<file path="src/rtl/pipelined_control_unit.sv">
// pipelined_control_unit: registered RV32I(M) decoder producing the ID/EX
// control word, with bubble/flush/stall handling and a multi-cycle
// sequencer for M-extension ops.
// Build option: define M_EXT_EN to decode MUL/DIV ops and build the
// WAIT-state sequencer; without it funct7 0000001 decodes as illegal.
//
// state  | meaning
// S_IDLE | accepting a new instruction each cycle (or bubbling)
// S_WAIT | multi-cycle M op in EX; word held, BUSY high, counter running
module pipelined_control_unit #(
  parameter int MUL_LATENCY = 1,
  parameter int DIV_LATENCY = 32,
  parameter int ALUOP_WIDTH = 5
) (
  input  logic                   CLK,
  input  logic                   RESET,
  input  logic [31:0]            INSTRUCTION,
  input  logic                   INSTR_VALID,
  input  logic                   STALL_IN,
  input  logic                   FLUSH,
  output logic                   MUX1,
  output logic                   MUX2,
  output logic                   MUX3,
  output logic                   REGISTERWRITE,
  output logic                   MEMORYWRITE,
  output logic                   MEMORYREAD,
  output logic                   BRANCH,
  output logic                   JUMP,
  output logic                   JAL,
  output logic                   TWOSCOMP,
  output logic [ALUOP_WIDTH-1:0] ALUOP,
  output logic [2:0]             IMMEDIATE,
  output logic                   CTRL_VALID,
  output logic                   BUSY,
  output logic                   ILLEGAL
);

  localparam int CW = 10 + ALUOP_WIDTH + 3;

  localparam logic [6:0] OPC_R     = 7'b0110011;
  localparam logic [6:0] OPC_IALU  = 7'b0010011;
  localparam logic [6:0] OPC_LOAD  = 7'b0000011;
  localparam logic [6:0] OPC_STORE = 7'b0100011;
  localparam logic [6:0] OPC_BR    = 7'b1100011;
  localparam logic [6:0] OPC_JAL   = 7'b1101111;
  localparam logic [6:0] OPC_JALR  = 7'b1100111;
  localparam logic [6:0] OPC_LUI   = 7'b0110111;
  localparam logic [6:0] OPC_AUIPC = 7'b0010111;

  localparam int OP_ADD = 0, OP_SUB = 1, OP_SLL = 2, OP_SLT = 3, OP_SLTU = 4;
  localparam int OP_XOR = 5, OP_SRL = 6, OP_SRA = 7, OP_OR = 8, OP_AND = 9;
  localparam int OP_MUL = 10, OP_FWD = 18;

  localparam logic [2:0] IMM_I = 3'b000, IMM_S = 3'b001, IMM_B = 3'b010;
  localparam logic [2:0] IMM_U = 3'b011, IMM_J = 3'b100;

  // Parameter sanity check at elaboration time.
  if (MUL_LATENCY < 1 || MUL_LATENCY > 63 || DIV_LATENCY < 1 || DIV_LATENCY > 63 ||
      ALUOP_WIDTH < 5) begin : g_param_check
    $error("pipelined_control_unit: latencies must be 1..63 and ALUOP_WIDTH >= 5");
  end

  logic [6:0] opcode, funct7;
  logic [2:0] funct3;
  assign opcode = INSTRUCTION[6:0];
  assign funct3 = INSTRUCTION[14:12];
  assign funct7 = INSTRUCTION[31:25];

  // Register/immediate fields are consumed downstream, not here.
  logic unused_instr_bits;
  assign unused_instr_bits = ^{INSTRUCTION[24:15], INSTRUCTION[11:7]};

  logic d_mux1, d_mux2, d_mux3, d_regwr, d_memwr, d_memrd;
  logic d_branch, d_jump, d_jal, d_twos, d_illegal;
  logic [ALUOP_WIDTH-1:0] d_aluop;
  logic [2:0] d_imm;
  logic [CW-1:0] dec_word;
`ifdef M_EXT_EN
  logic d_mop;
  logic [5:0] d_lat;
`endif

  // Combinational decode of the presented instruction.
  always_comb begin
    d_mux1 = 1'b0; d_mux2 = 1'b0; d_mux3 = 1'b0; d_regwr = 1'b0;
    d_memwr = 1'b0; d_memrd = 1'b0; d_branch = 1'b0; d_jump = 1'b0;
    d_jal = 1'b0; d_twos = 1'b0; d_illegal = 1'b0;
    d_aluop = ALUOP_WIDTH'(OP_ADD);
    d_imm = IMM_I;
`ifdef M_EXT_EN
    d_mop = 1'b0;
    d_lat = funct3[2] ? 6'(DIV_LATENCY) : 6'(MUL_LATENCY);
`endif
    case (opcode)
      OPC_R: begin
        d_regwr = 1'b1;
        case (funct7)
          7'b0000000: begin
            case (funct3)
              3'd0: d_aluop = ALUOP_WIDTH'(OP_ADD);
              3'd1: d_aluop = ALUOP_WIDTH'(OP_SLL);
              3'd2: d_aluop = ALUOP_WIDTH'(OP_SLT);
              3'd3: d_aluop = ALUOP_WIDTH'(OP_SLTU);
              3'd4: d_aluop = ALUOP_WIDTH'(OP_XOR);
              3'd5: d_aluop = ALUOP_WIDTH'(OP_SRL);
              3'd6: d_aluop = ALUOP_WIDTH'(OP_OR);
              default: d_aluop = ALUOP_WIDTH'(OP_AND);
            endcase
          end
          7'b0100000: begin
            if (funct3 == 3'd0) begin
              d_aluop = ALUOP_WIDTH'(OP_SUB);
              d_twos = 1'b1;
            end else if (funct3 == 3'd5) begin
              d_aluop = ALUOP_WIDTH'(OP_SRA);
            end else begin
              d_illegal = 1'b1;
            end
          end
`ifdef M_EXT_EN
          7'b0000001: begin
            d_aluop = ALUOP_WIDTH'(OP_MUL + int'(funct3));
            d_mop = 1'b1;
          end
`endif
          default: d_illegal = 1'b1;
        endcase
      end
      OPC_IALU: begin
        d_regwr = 1'b1;
        d_mux1 = 1'b1;
        case (funct3)
          3'd0: d_aluop = ALUOP_WIDTH'(OP_ADD);
          3'd2: d_aluop = ALUOP_WIDTH'(OP_SLT);
          3'd3: d_aluop = ALUOP_WIDTH'(OP_SLTU);
          3'd4: d_aluop = ALUOP_WIDTH'(OP_XOR);
          3'd6: d_aluop = ALUOP_WIDTH'(OP_OR);
          3'd7: d_aluop = ALUOP_WIDTH'(OP_AND);
          3'd1: begin
            d_aluop = ALUOP_WIDTH'(OP_SLL);
            d_illegal = (funct7 != 7'b0000000);
          end
          default: begin
            if (funct7 == 7'b0000000) d_aluop = ALUOP_WIDTH'(OP_SRL);
            else if (funct7 == 7'b0100000) d_aluop = ALUOP_WIDTH'(OP_SRA);
            else d_illegal = 1'b1;
          end
        endcase
      end
      OPC_LOAD: begin
        d_regwr = 1'b1; d_memrd = 1'b1; d_mux1 = 1'b1; d_mux3 = 1'b1;
        d_illegal = (funct3 == 3'd3) || (funct3 == 3'd6) || (funct3 == 3'd7);
      end
      OPC_STORE: begin
        d_memwr = 1'b1; d_mux1 = 1'b1; d_imm = IMM_S;
        d_illegal = (funct3 > 3'd2);
      end
      OPC_BR: begin
        d_branch = 1'b1; d_twos = 1'b1; d_imm = IMM_B;
        d_aluop = ALUOP_WIDTH'(OP_SUB);
        d_illegal = (funct3 == 3'd2) || (funct3 == 3'd3);
      end
      OPC_JAL: begin
        d_jump = 1'b1; d_jal = 1'b1; d_regwr = 1'b1;
        d_mux1 = 1'b1; d_mux2 = 1'b1; d_imm = IMM_J;
      end
      OPC_JALR: begin
        d_jump = 1'b1; d_regwr = 1'b1; d_mux1 = 1'b1;
        d_illegal = (funct3 != 3'd0);
      end
      OPC_LUI: begin
        d_regwr = 1'b1; d_mux1 = 1'b1; d_imm = IMM_U;
        d_aluop = ALUOP_WIDTH'(OP_FWD);
      end
      OPC_AUIPC: begin
        d_regwr = 1'b1; d_mux1 = 1'b1; d_mux2 = 1'b1; d_imm = IMM_U;
      end
      default: d_illegal = 1'b1;
    endcase
  end

  assign dec_word = {d_mux1, d_mux2, d_mux3, d_regwr, d_memwr, d_memrd,
                     d_branch, d_jump, d_jal, d_twos, d_aluop, d_imm};

  logic [CW-1:0] ctrl_q, ctrl_d;
  logic valid_q, valid_d, illegal_q, illegal_d;
  logic busy;

`ifdef M_EXT_EN
  typedef enum logic {S_IDLE, S_WAIT} state_t;
  state_t state_q, state_d;
  logic [5:0] cnt_q, cnt_d;
  assign busy = (state_q == S_WAIT);
`else
  assign busy = 1'b0;
`endif

  // Next-state: flush beats busy-hold beats stall-hold beats accept/bubble.
  always_comb begin
    ctrl_d = ctrl_q;
    valid_d = valid_q;
    illegal_d = 1'b0;
`ifdef M_EXT_EN
    state_d = state_q;
    cnt_d = cnt_q;
`endif
    if (FLUSH) begin
      ctrl_d = '0;
      valid_d = 1'b0;
`ifdef M_EXT_EN
      state_d = S_IDLE;
      cnt_d = '0;
`endif
    end else if (busy) begin
`ifdef M_EXT_EN
      // Count runs even under STALL_IN so the EX unit latency stays fixed.
      cnt_d = cnt_q - 6'd1;
      if (cnt_q == 6'd1) begin
        state_d = S_IDLE;
        cnt_d = '0;
      end
`endif
    end else if (STALL_IN) begin
      ctrl_d = ctrl_q;
    end else if (INSTR_VALID && !d_illegal) begin
      ctrl_d = dec_word;
      valid_d = 1'b1;
`ifdef M_EXT_EN
      if (d_mop && (d_lat > 6'd1)) begin
        state_d = S_WAIT;
        cnt_d = d_lat - 6'd1;
      end
`endif
    end else begin
      ctrl_d = '0;
      valid_d = 1'b0;
      illegal_d = INSTR_VALID;
    end
  end

  // Control-word, pulse and sequencer registers with synchronous reset.
  always_ff @(posedge CLK) begin
    if (RESET) begin
      ctrl_q <= '0;
      valid_q <= 1'b0;
      illegal_q <= 1'b0;
`ifdef M_EXT_EN
      state_q <= S_IDLE;
      cnt_q <= '0;
`endif
    end else begin
      ctrl_q <= ctrl_d;
      valid_q <= valid_d;
      illegal_q <= illegal_d;
`ifdef M_EXT_EN
      state_q <= state_d;
      cnt_q <= cnt_d;
`endif
    end
  end

  assign {MUX1, MUX2, MUX3, REGISTERWRITE, MEMORYWRITE, MEMORYREAD,
          BRANCH, JUMP, JAL, TWOSCOMP, ALUOP, IMMEDIATE} = ctrl_q;
  assign CTRL_VALID = valid_q;
  assign ILLEGAL = illegal_q;
  assign BUSY = busy;

endmodule

</file>
<file path="config.mk">
export PLATFORM = sky130hd
export DESIGN_NAME = pipelined_control_unit
export DESIGN_NICKNAME = d
export VERILOG_FILES = /design/src/rtl/pipelined_control_unit.sv
export SDC_FILE = /design/constraint.sdc
export NUM_CORES = 1
export LEC_CHECK = 0
export CORE_ASPECT_RATIO = 0.9
export CORE_UTILIZATION = 40
export CTS_CLUSTER_SIZE = 24
export DETAILED_ROUTE_END_ITERATION = 8
export MAX_ROUTING_LAYER = met4
export PLACE_DENSITY_LB_ADDON = 0.25
export RECOVER_POWER = 25
export SYNTH_ARGS = -nofsm -noshare
export SYNTH_HDL_FRONTEND = slang
export SYNTH_SLANG_ARGS = --single-unit
</file>
<file path="constraint.sdc">
create_clock -name CLK -period 2.7 [get_ports CLK]
set_clock_uncertainty 0.05 [all_clocks]
set_input_delay 0.405 -clock CLK [delete_from_list [all_inputs] [get_ports CLK]]
set_output_delay 0.405 -clock CLK [all_outputs]
set_load 0.01 [all_outputs]
</file>
==> results by group, run 1 <==
Status
  • Status: finished clean

Cells and area
  • Total inserted antenna cells: 0
  • Non-Filler Instances: 221
  • Ratio of cells with drive above 1 in the final layout: 17.7%
  • NumNets Final: 219
  • Area delta synth->final: 48.5%

Drt
  • Wl on met1: 1320 µm
  • DRT Wirelength: 3070 µm
  • Count of routing violations after the opening detailed-route iteration: 51
  • Via count of the routed design: 1201
  • Post-detailed-route count of antenna-violating nets: 0
  • # DRC: 0
  • Uppermost layer routed: met4
  • Wire length per cell after detailed routing: 13.9 µm
  • Met2 layer wire length in the routed design: 1550 µm
  • Detailed-route vias per instance: 5.43
  • Total met3 wirelength after detailed routing: 167 µm
  • Initial DRT Pass Iterations: 4

Setup path
  • Crit Path Class: in -> reg
  • Required time at the endpoint of the critical path: 2.85 ns
  • Highest-delay cell along the critical path: sky130_fd_sc_hd__nor4_2
  • Slowest stage delay, CP: 0.54 ns
  • Number of buffers and inverters on the critical path: 2
  • Maximum net fanout on the critical path: 15
  • Cell-by-cell trace of the critical path: clkdlybuf4s50_1, and4b_1, o2111ai_1, nor3b_2, nor4_2, nor3b_4, buf_12, a32o_2
  • Data arrival at the endpoint of the critical path: 2.57 ns
  • Startpoint type of the worst setup path: input port
  • Capturing element type of the critical path: flop
  • Crit-path leading delay family: simple AND/OR/NAND/NOR gates

Job
  • Max-cap viol count: 0

Floorplanning
  • Die Wd: 58.5 µm
  • Number of standard-cell rows in the floorplan: 18
  • Floorplan core area: 2750 µm²
  • Number of top-level pins: 58
  • Die height: 52.9 µm
  • Area of the die: 3100 µm²
  • Initial cell density of the core: 41.9%

Yosys
  • Fraction of the mapped netlist area in compound gates: 27.2%
  • Async set-or-reset flop fraction in the synthesized netlist: 0%
  • Top cells by instance count after synthesis: sky130_fd_sc_hd__dfxtp_1, sky130_fd_sc_hd__a22o_1, sky130_fd_sc_hd__nor2_1
  • Count of cell types in the netlist: 51
  • Library cell with the highest instance count after synthesis: sky130_fd_sc_hd__dfxtp_1
  • Cell count after synthesis: 130
  • Total of flip-flops plus latches after synthesis: 19
  • Average cell area after synthesis: 8.85 µm²
  • Number of enable flip-flop cells after synthesis: 0
  • Library cell with the largest summed area after synthesis: sky130_fd_sc_hd__dfxtp_1
  • Synth Area in Simple Gates: 30.3%
  • Most area-consuming cells after synthesis: sky130_fd_sc_hd__dfxtp_1, sky130_fd_sc_hd__a22o_1, sky130_fd_sc_hd__nor2_1, sky130_fd_sc_hd__a32o_2, sky130_fd_sc_hd__a21oi_1
  • Dominant combinational cell family by area after synthesis: simple AND/OR/NAND/NOR gates
  • Synthesized netlist net count: 167
  • Mux share of post-synthesis cell area: 0%
  • Part of the Yosys area used for sequential elements: 33.0%
  • Warnings, synthesis: 0
  • Dominant register cell in the synthesized netlist: sky130_fd_sc_hd__dfxtp_1
  • Post-synth top area share: 33.0%
  • Post-synthesis share of cell area spent on xor and xnor gates: 1.52%
  • Area of the mapped netlist: 1150 µm²
  • Adder and majority gate portion of the synthesized area: 0%

Global route
  • Total routing resource utilization after global routing: 22.7%
  • Via count of the first global-routing pass: 1154
  • Initial antenna violation count: 0
  • Total congestion overflow: 0
  • Maximum number of pins on one net before global-route repair: 18
  • First-pass GRT wire length: 5070 µm

Power
  • Switching part of the total power: 24.8%
  • Clock network fraction of total power: 27.1%
  • Sequential group share of total power: 53.9%
  • Net switching power of the design: 0.129 mW
  • Cell Pwr Density: 305 nW/µm²
  • Lkg Pwr: 0.705 nW
  • Internal power: 0.392 mW
  • Combinational fraction of design power: 19.0%
  • Maximum ir drop on the vdd rail: 231 µV

Min path
  • Kind of path behind the tightest hold check: reg -> reg

STA
  • Final Slew Violations: 0
  • Max transition margin: 61.6%
  • Worst hold slack after final layout: 0.421 ns
  • Final worst path period share: 89.9%
  • Maximum clock frequency: 412 MHz
  • Number of hold violations in the final report: 0
  • Setup repair after global routing missed its margin: no
  • Count of endpoints failing setup in the final report: 0
  • Slew of the pin with the lowest slew margin: 0.572 ns
  • Final min period: 2.43 ns
  • Worst Slack Setup Final: 0.273 ns

Clock tree
  • Maximum level of the CTS H-tree: 1
  • Maximum buffer depth of the clock tree: 2
  • Number of sinks handled by clock tree synthesis: 19
  • Clock latency on the worst-skew pair: 0.29 ns
  • Post-cts repair resize count: 0
  • Post-CTS Setup Inserts: 0
  • Clock-pin transition on the worst setup and hold timing paths: 0.10 ns
  • Clock Tree Root: sky130_fd_sc_hd__clkbuf_4
  • CTS tree: done
  • Clock buffers created by TritonCTS: 3
  • Hold-fix buffer count after cts: 0

Place
  • Number of buffers added on ports: 41
  • Placed insts: 217
  • Post-Place Setup Slack: -0.0169 ns
  • RD Place Congestion: 0.839
  • HPWL after DPL: 2510 µm
-- flip-flops by register name (all words and copies together), names as in the netlist --
signal      cells
ILLEGAL         1
ctrl_q         17
CTRL_VALID      1
-- layer usage --
metal / vias up / GRT usage, %
met3: 6 / 3.91
met1: 557 / 26.9
met5: - / -
met4: 0 / 6.75
li1: 593 / -
met2: 45 / 39.8
-- cell families (layout without fill, tap and decap cells) --
logic type,Yosys count,in the layout
buffers and inverters,16,67
xor gates and xnor gates,2,2
other,1,1
DFF,19,19
and+or+nand+nor,53,53
AOI/OAI and AO/OA,39,39
-- power groups by stage --
stage                     registers (mW)  logic [mW]  clock network, mW
after floorplan                    0.288      0.0426                  0
after global placement             0.287      0.0957                  0
after detailed placement           0.287      0.0984                  0
after CTS                          0.281      0.0988              0.146
after global routing               0.281       0.108              0.158
final                              0.281      0.0990              0.141
-- stage by stage --
stage          power, mW  cell area, µm²  utilization, %  setup TNS (ns)
3_5_place_dp       0.386            1680            61.2         -0.0407
2_1_floorplan      0.330            1150               -               0
4_1_cts            0.526            1710            62.2               0
5_1_grt            0.547            1710            62.2               0
6_report           0.521            1710            62.2               0
3_3_place_gp       0.383            1680            61.2               0
-- tightest hold or removal path, cell delays in order (launching register included) --
cell and delay, ns:
sky130_fd_sc_hd__dfxtp_1 0.33, sky130_fd_sc_hd__nand2_1 0.06, sky130_fd_sc_hd__o21ai_1 0.05
-- cells in the final DEF (no fill, tap or decap), drive strengths merged, types with 2 or more instances in the layout --
| master | instances |
|---|---|
| or3 | 2 |
| nand3 | 2 |
| nor2 | 10 |
| inv | 5 |
| o311ai | 2 |
| buf | 17 |
| a22o | 11 |
| dfxtp | 19 |
| nand2 | 8 |
| a32o | 5 |
| clkbuf | 4 |
| nor3b | 3 |
| a211o | 2 |
| nor2b | 2 |
| nand2b | 4 |
| a21oi | 6 |
| and2 | 4 |
| or4 | 4 |
| xor2 | 2 |
| a211oi | 2 |
| clkdlybuf4s50 | 32 |
| nor3 | 4 |
| o21ai | 3 |
| dlygate4sd3 | 9 |
| nor4 | 2 |
-- worst paths after layout --
path / end / from / cells past startpoint / slack [ns]
max: ctrl_q[7] / INSTRUCTION[1] / 8 / 0.27
min: ctrl_q[5] / ctrl_q[5] / 2 / 0.42
max reg2reg: ctrl_q[3] / ctrl_q[3] / 3 / 1.94
min reg2reg: ctrl_q[5] / ctrl_q[5] / 2 / 0.42
-- final cells by class --
cell class,instances,area (µm²)
Tap cell,40,50.0
Multi-Input combinational cell,95,683
Timing Repair Buffer,58,551
Sequential cell,19,380
Clock buffer,4,26.3
Fill cell,272,1040
Inverter,5,18.8
(Power assumes the default switching activity.)
==> run 2, diff against run 1 <==
--- a/config.mk
+++ b/config.mk
@@ -9,6 +9,7 @@
 export CORE_UTILIZATION = 40
 export CTS_CLUSTER_SIZE = 24
 export DETAILED_ROUTE_END_ITERATION = 8
+export GPL_ROUTABILITY_DRIVEN = 0
 export MAX_ROUTING_LAYER = met4
 export PLACE_DENSITY_LB_ADDON = 0.25
 export RECOVER_POWER = 25
==> run 2 against run 1 <==
Register-to-register slack about the same. Sequential power about the same. Die area unchanged. Maximum frequency down 0.15%. Clock-buffer cell count down 1. Sequential share of layout area up 0.082 points. Utilization down 0.23 points. Largest cell class unchanged. Largest power group unchanged.
==> results by group, run 2 (synthesis gave the netlist of run 1 again) <==
Setup path
  • Setup slack of the worst register-to-register path: 1.94 ns (about the same)
  • Data arrival at the endpoint of the critical path: 2.57 ns (about the same)
  • Slowest stage delay, CP: 0.55 ns (about the same)
  • Capturing element type of the critical path: flop
  • Startpoint type of the worst setup path: input port
  • Maximum net fanout on the critical path: 15 (unchanged)
  • Reg-to-Reg End: ctrl_q[3]
  • Required time at the endpoint of the critical path: 2.84 ns (about the same)
  • Crit Path Class: in -> reg
  • Highest-delay cell along the critical path: sky130_fd_sc_hd__nor4_2
  • Cell-by-cell trace of the critical path: clkdlybuf4s50_1, and4b_1, o2111ai_1, nor3b_2, nor4_2, nor3b_4, buf_12, a32o_2
  • Number of cells on the worst reg-to-reg path: 3 (unchanged)
  • Source of the worst register-to-register timing path: ctrl_q[3]

Place
  • Number of buffers added on ports: 41 (unchanged)
  • Placed insts: 216 (-0.46%)
  • HPWL after DPL: 2290 µm (-8.7%)
  • Post-Place Setup Slack: -0.00392 ns (+0.0130 ns)
  • DP Area: 1680 µm² (-0.45%)

Clock tree
  • Clock latency on the worst-skew pair: 0.28 ns (about the same)
  • Number of sinks handled by clock tree synthesis: 19 (unchanged)
  • Maximum buffer depth of the clock tree: 2 (unchanged)
  • Hold-fix buffer count after cts: 0 (unchanged)
  • Clock Tree Root: sky130_fd_sc_hd__clkbuf_4
  • Post-cts repair resize count: 0 (unchanged)
  • Clock-pin transition on the worst setup and hold timing paths: 0.10 ns (about the same)
  • Post-CTS Setup Inserts: 0 (unchanged)
  • CTS tree: done
  • Maximum level of the CTS H-tree: 1 (unchanged)
  • Clock buffers created by TritonCTS: 3 (unchanged)

Cells and area
  • Count of fill cells added during filler insertion: 264 (-2.9%)
  • Ratio of cells with drive above 1 in the final layout: 17.8% (+0.098 points)
  • Total inserted antenna cells: 0 (unchanged)
  • Number of flip-flops under the largest register name: 17 (unchanged)
  • Final Util: 62.0% (-0.23 points)
  • Most common library cell in the layout ignoring fill and taps: sky130_fd_sc_hd__clkdlybuf4s50_1
  • Commonest non-fill, non-tap cells in the layout: sky130_fd_sc_hd__clkdlybuf4s50_1, sky130_fd_sc_hd__dfxtp_1, sky130_fd_sc_hd__buf_4
  • Area delta synth->final: 47.9%
  • NumNets Final: 218 (-0.46%)
  • Non-Filler Instances: 220 (-0.45%)
  • Register with the highest flop count: ctrl_q
  • Finished layout cell area: 1700 µm² (-0.37%)

Drt
  • Wire length per cell after detailed routing: 13.3 µm (-4.1%)
  • Initial DRT Pass Iterations: 4 (unchanged)
  • # DRC: 0 (unchanged)
  • Count of routing violations after the opening detailed-route iteration: 49 (-3.9%)
  • DRT Wirelength: 2930 µm (-4.5%)
  • Via count of the routed design: 1200 (-0.083%)
  • Detailed-route vias per instance: 5.45 (+0.37%)
  • Post-detailed-route count of antenna-violating nets: 0 (unchanged)

Global route
  • Via count of the first global-routing pass: 1160 (+0.52%)
  • Initial antenna violation count: 0 (unchanged)
  • First-pass GRT wire length: 5040 µm (-0.67%)
  • Total routing resource utilization after global routing: 21.8% (-0.88 points)
  • Maximum number of pins on one net before global-route repair: 18 (unchanged)
  • Total congestion overflow: 0 (unchanged)

Min path
  • Hold Path Stages: 1 (-1)
  • Source of the worst hold timing path: CTRL_VALID
  • Hold Path End: CTRL_VALID
  • Kind of path behind the tightest hold check: reg -> reg

Floorplanning
  • Area of the die: 3100 µm² (unchanged)
  • Die Wd: 58.5 µm (unchanged)
  • Floorplan core area: 2750 µm² (unchanged)
  • Initial cell density of the core: 41.9% (unchanged)
  • Die height: 52.9 µm (unchanged)
  • Number of standard-cell rows in the floorplan: 18 (unchanged)
  • Number of top-level pins: 58 (unchanged)

STA
  • Number of hold violations in the final report: 0 (unchanged)
  • Final Slew Violations: 0 (unchanged)
  • Maximum clock frequency: 411 MHz (-0.15%)
  • Setup repair after global routing missed its margin: no
  • Slew of the pin with the lowest slew margin: 0.604 ns (+0.0322 ns)
  • Worst Slack Setup Final: 0.269 ns (-0.00377 ns)
  • Final min period: 2.43 ns (+0.00377 ns)
  • Worst hold slack after final layout: 0.422 ns (+0.00107 ns)
  • Max transition margin: 59.7% (-1.8 points)
  • Count of endpoints failing setup in the final report: 0 (unchanged)
  • Sum of negative setup slack: 0 ns (unchanged)
  • Final worst path period share: 90.0% (+0.14 points)

Power
  • Pwr Total: 0.520 mW (-0.16%)
  • Lkg Pwr: 0.704 nW (-0.21%)
  • Maximum ir drop on the vdd rail: 228 µV (-1.4%)
  • Cell Pwr Density: 305 nW/µm² (+0.20%)

Job
  • Max-cap viol count: 0 (unchanged)

Status
  • Status: finished clean
==> run 2: changes by cell type in the layout (fill, tap and decap cells not counted), sizes merged <==
cell / change
buf: -1
clkbuf: -1
clkinv: +1
==> run 2: area by class of cell <==
cell class | count | area (µm²) | area share (%)
Sequential cell | 19 | 380 | 22.3
Inverter | 5 | 18.8 | 1.10
Timing Repair Buffer | 57 | 543 | 31.9
Multi-Input combinational cell | 95 | 683 | 40.1
Clock inverter | 1 | 5.00 | 0.294
Clock buffer | 3 | 22.5 | 1.32
Tap cell | 40 | 50.0 | 2.94
==> run 2: worst max-delay path, delay by kind of cell <==
kind / cells / cell delay, ns
AOI/OAI and AO/OA: 2 / 0.38
buffers and inverters: 2 / 0.67
and+or+nand+nor: 4 / 1.11
==> run 2: per-layer routing <==
metal,vias to the layer above,track usage [%],share of wire (%)
met5,-,-,0
met4,0,4.76,0.99
met3,4,4.65,4.6
met2,40,38.3,46
met1,560,25.9,48
li1,596,-,-
==> run 2: power by group <==
part           switching, mW  total [mW]  internal (mW)
logic                 0.0454      0.0986         0.0532
clock network         0.0854       0.141         0.0551
registers           0.000131       0.281          0.281
total                  0.131       0.520          0.389
==> run 2: how the worst max path moves through the flow <==
| stage | start | end | slack (ns) | depth (start not counted) |
|---|---|---|---|---|
| floorplan | INSTRUCTION[26] | ctrl_q[10] | 0.47 | 7 |
| global placement | INSTRUCTION[26] | ctrl_q[7] | 0.007 | 8 |
| detailed placement | INSTRUCTION[1] | ctrl_q[2] | -0.004 | 8 |
| CTS | INSTRUCTION[26] | ctrl_q[7] | 0.30 | 8 |
| global route | INSTRUCTION[1] | ctrl_q[7] | 0.18 | 8 |
| finish | INSTRUCTION[1] | ctrl_q[2] | 0.27 | 8 |
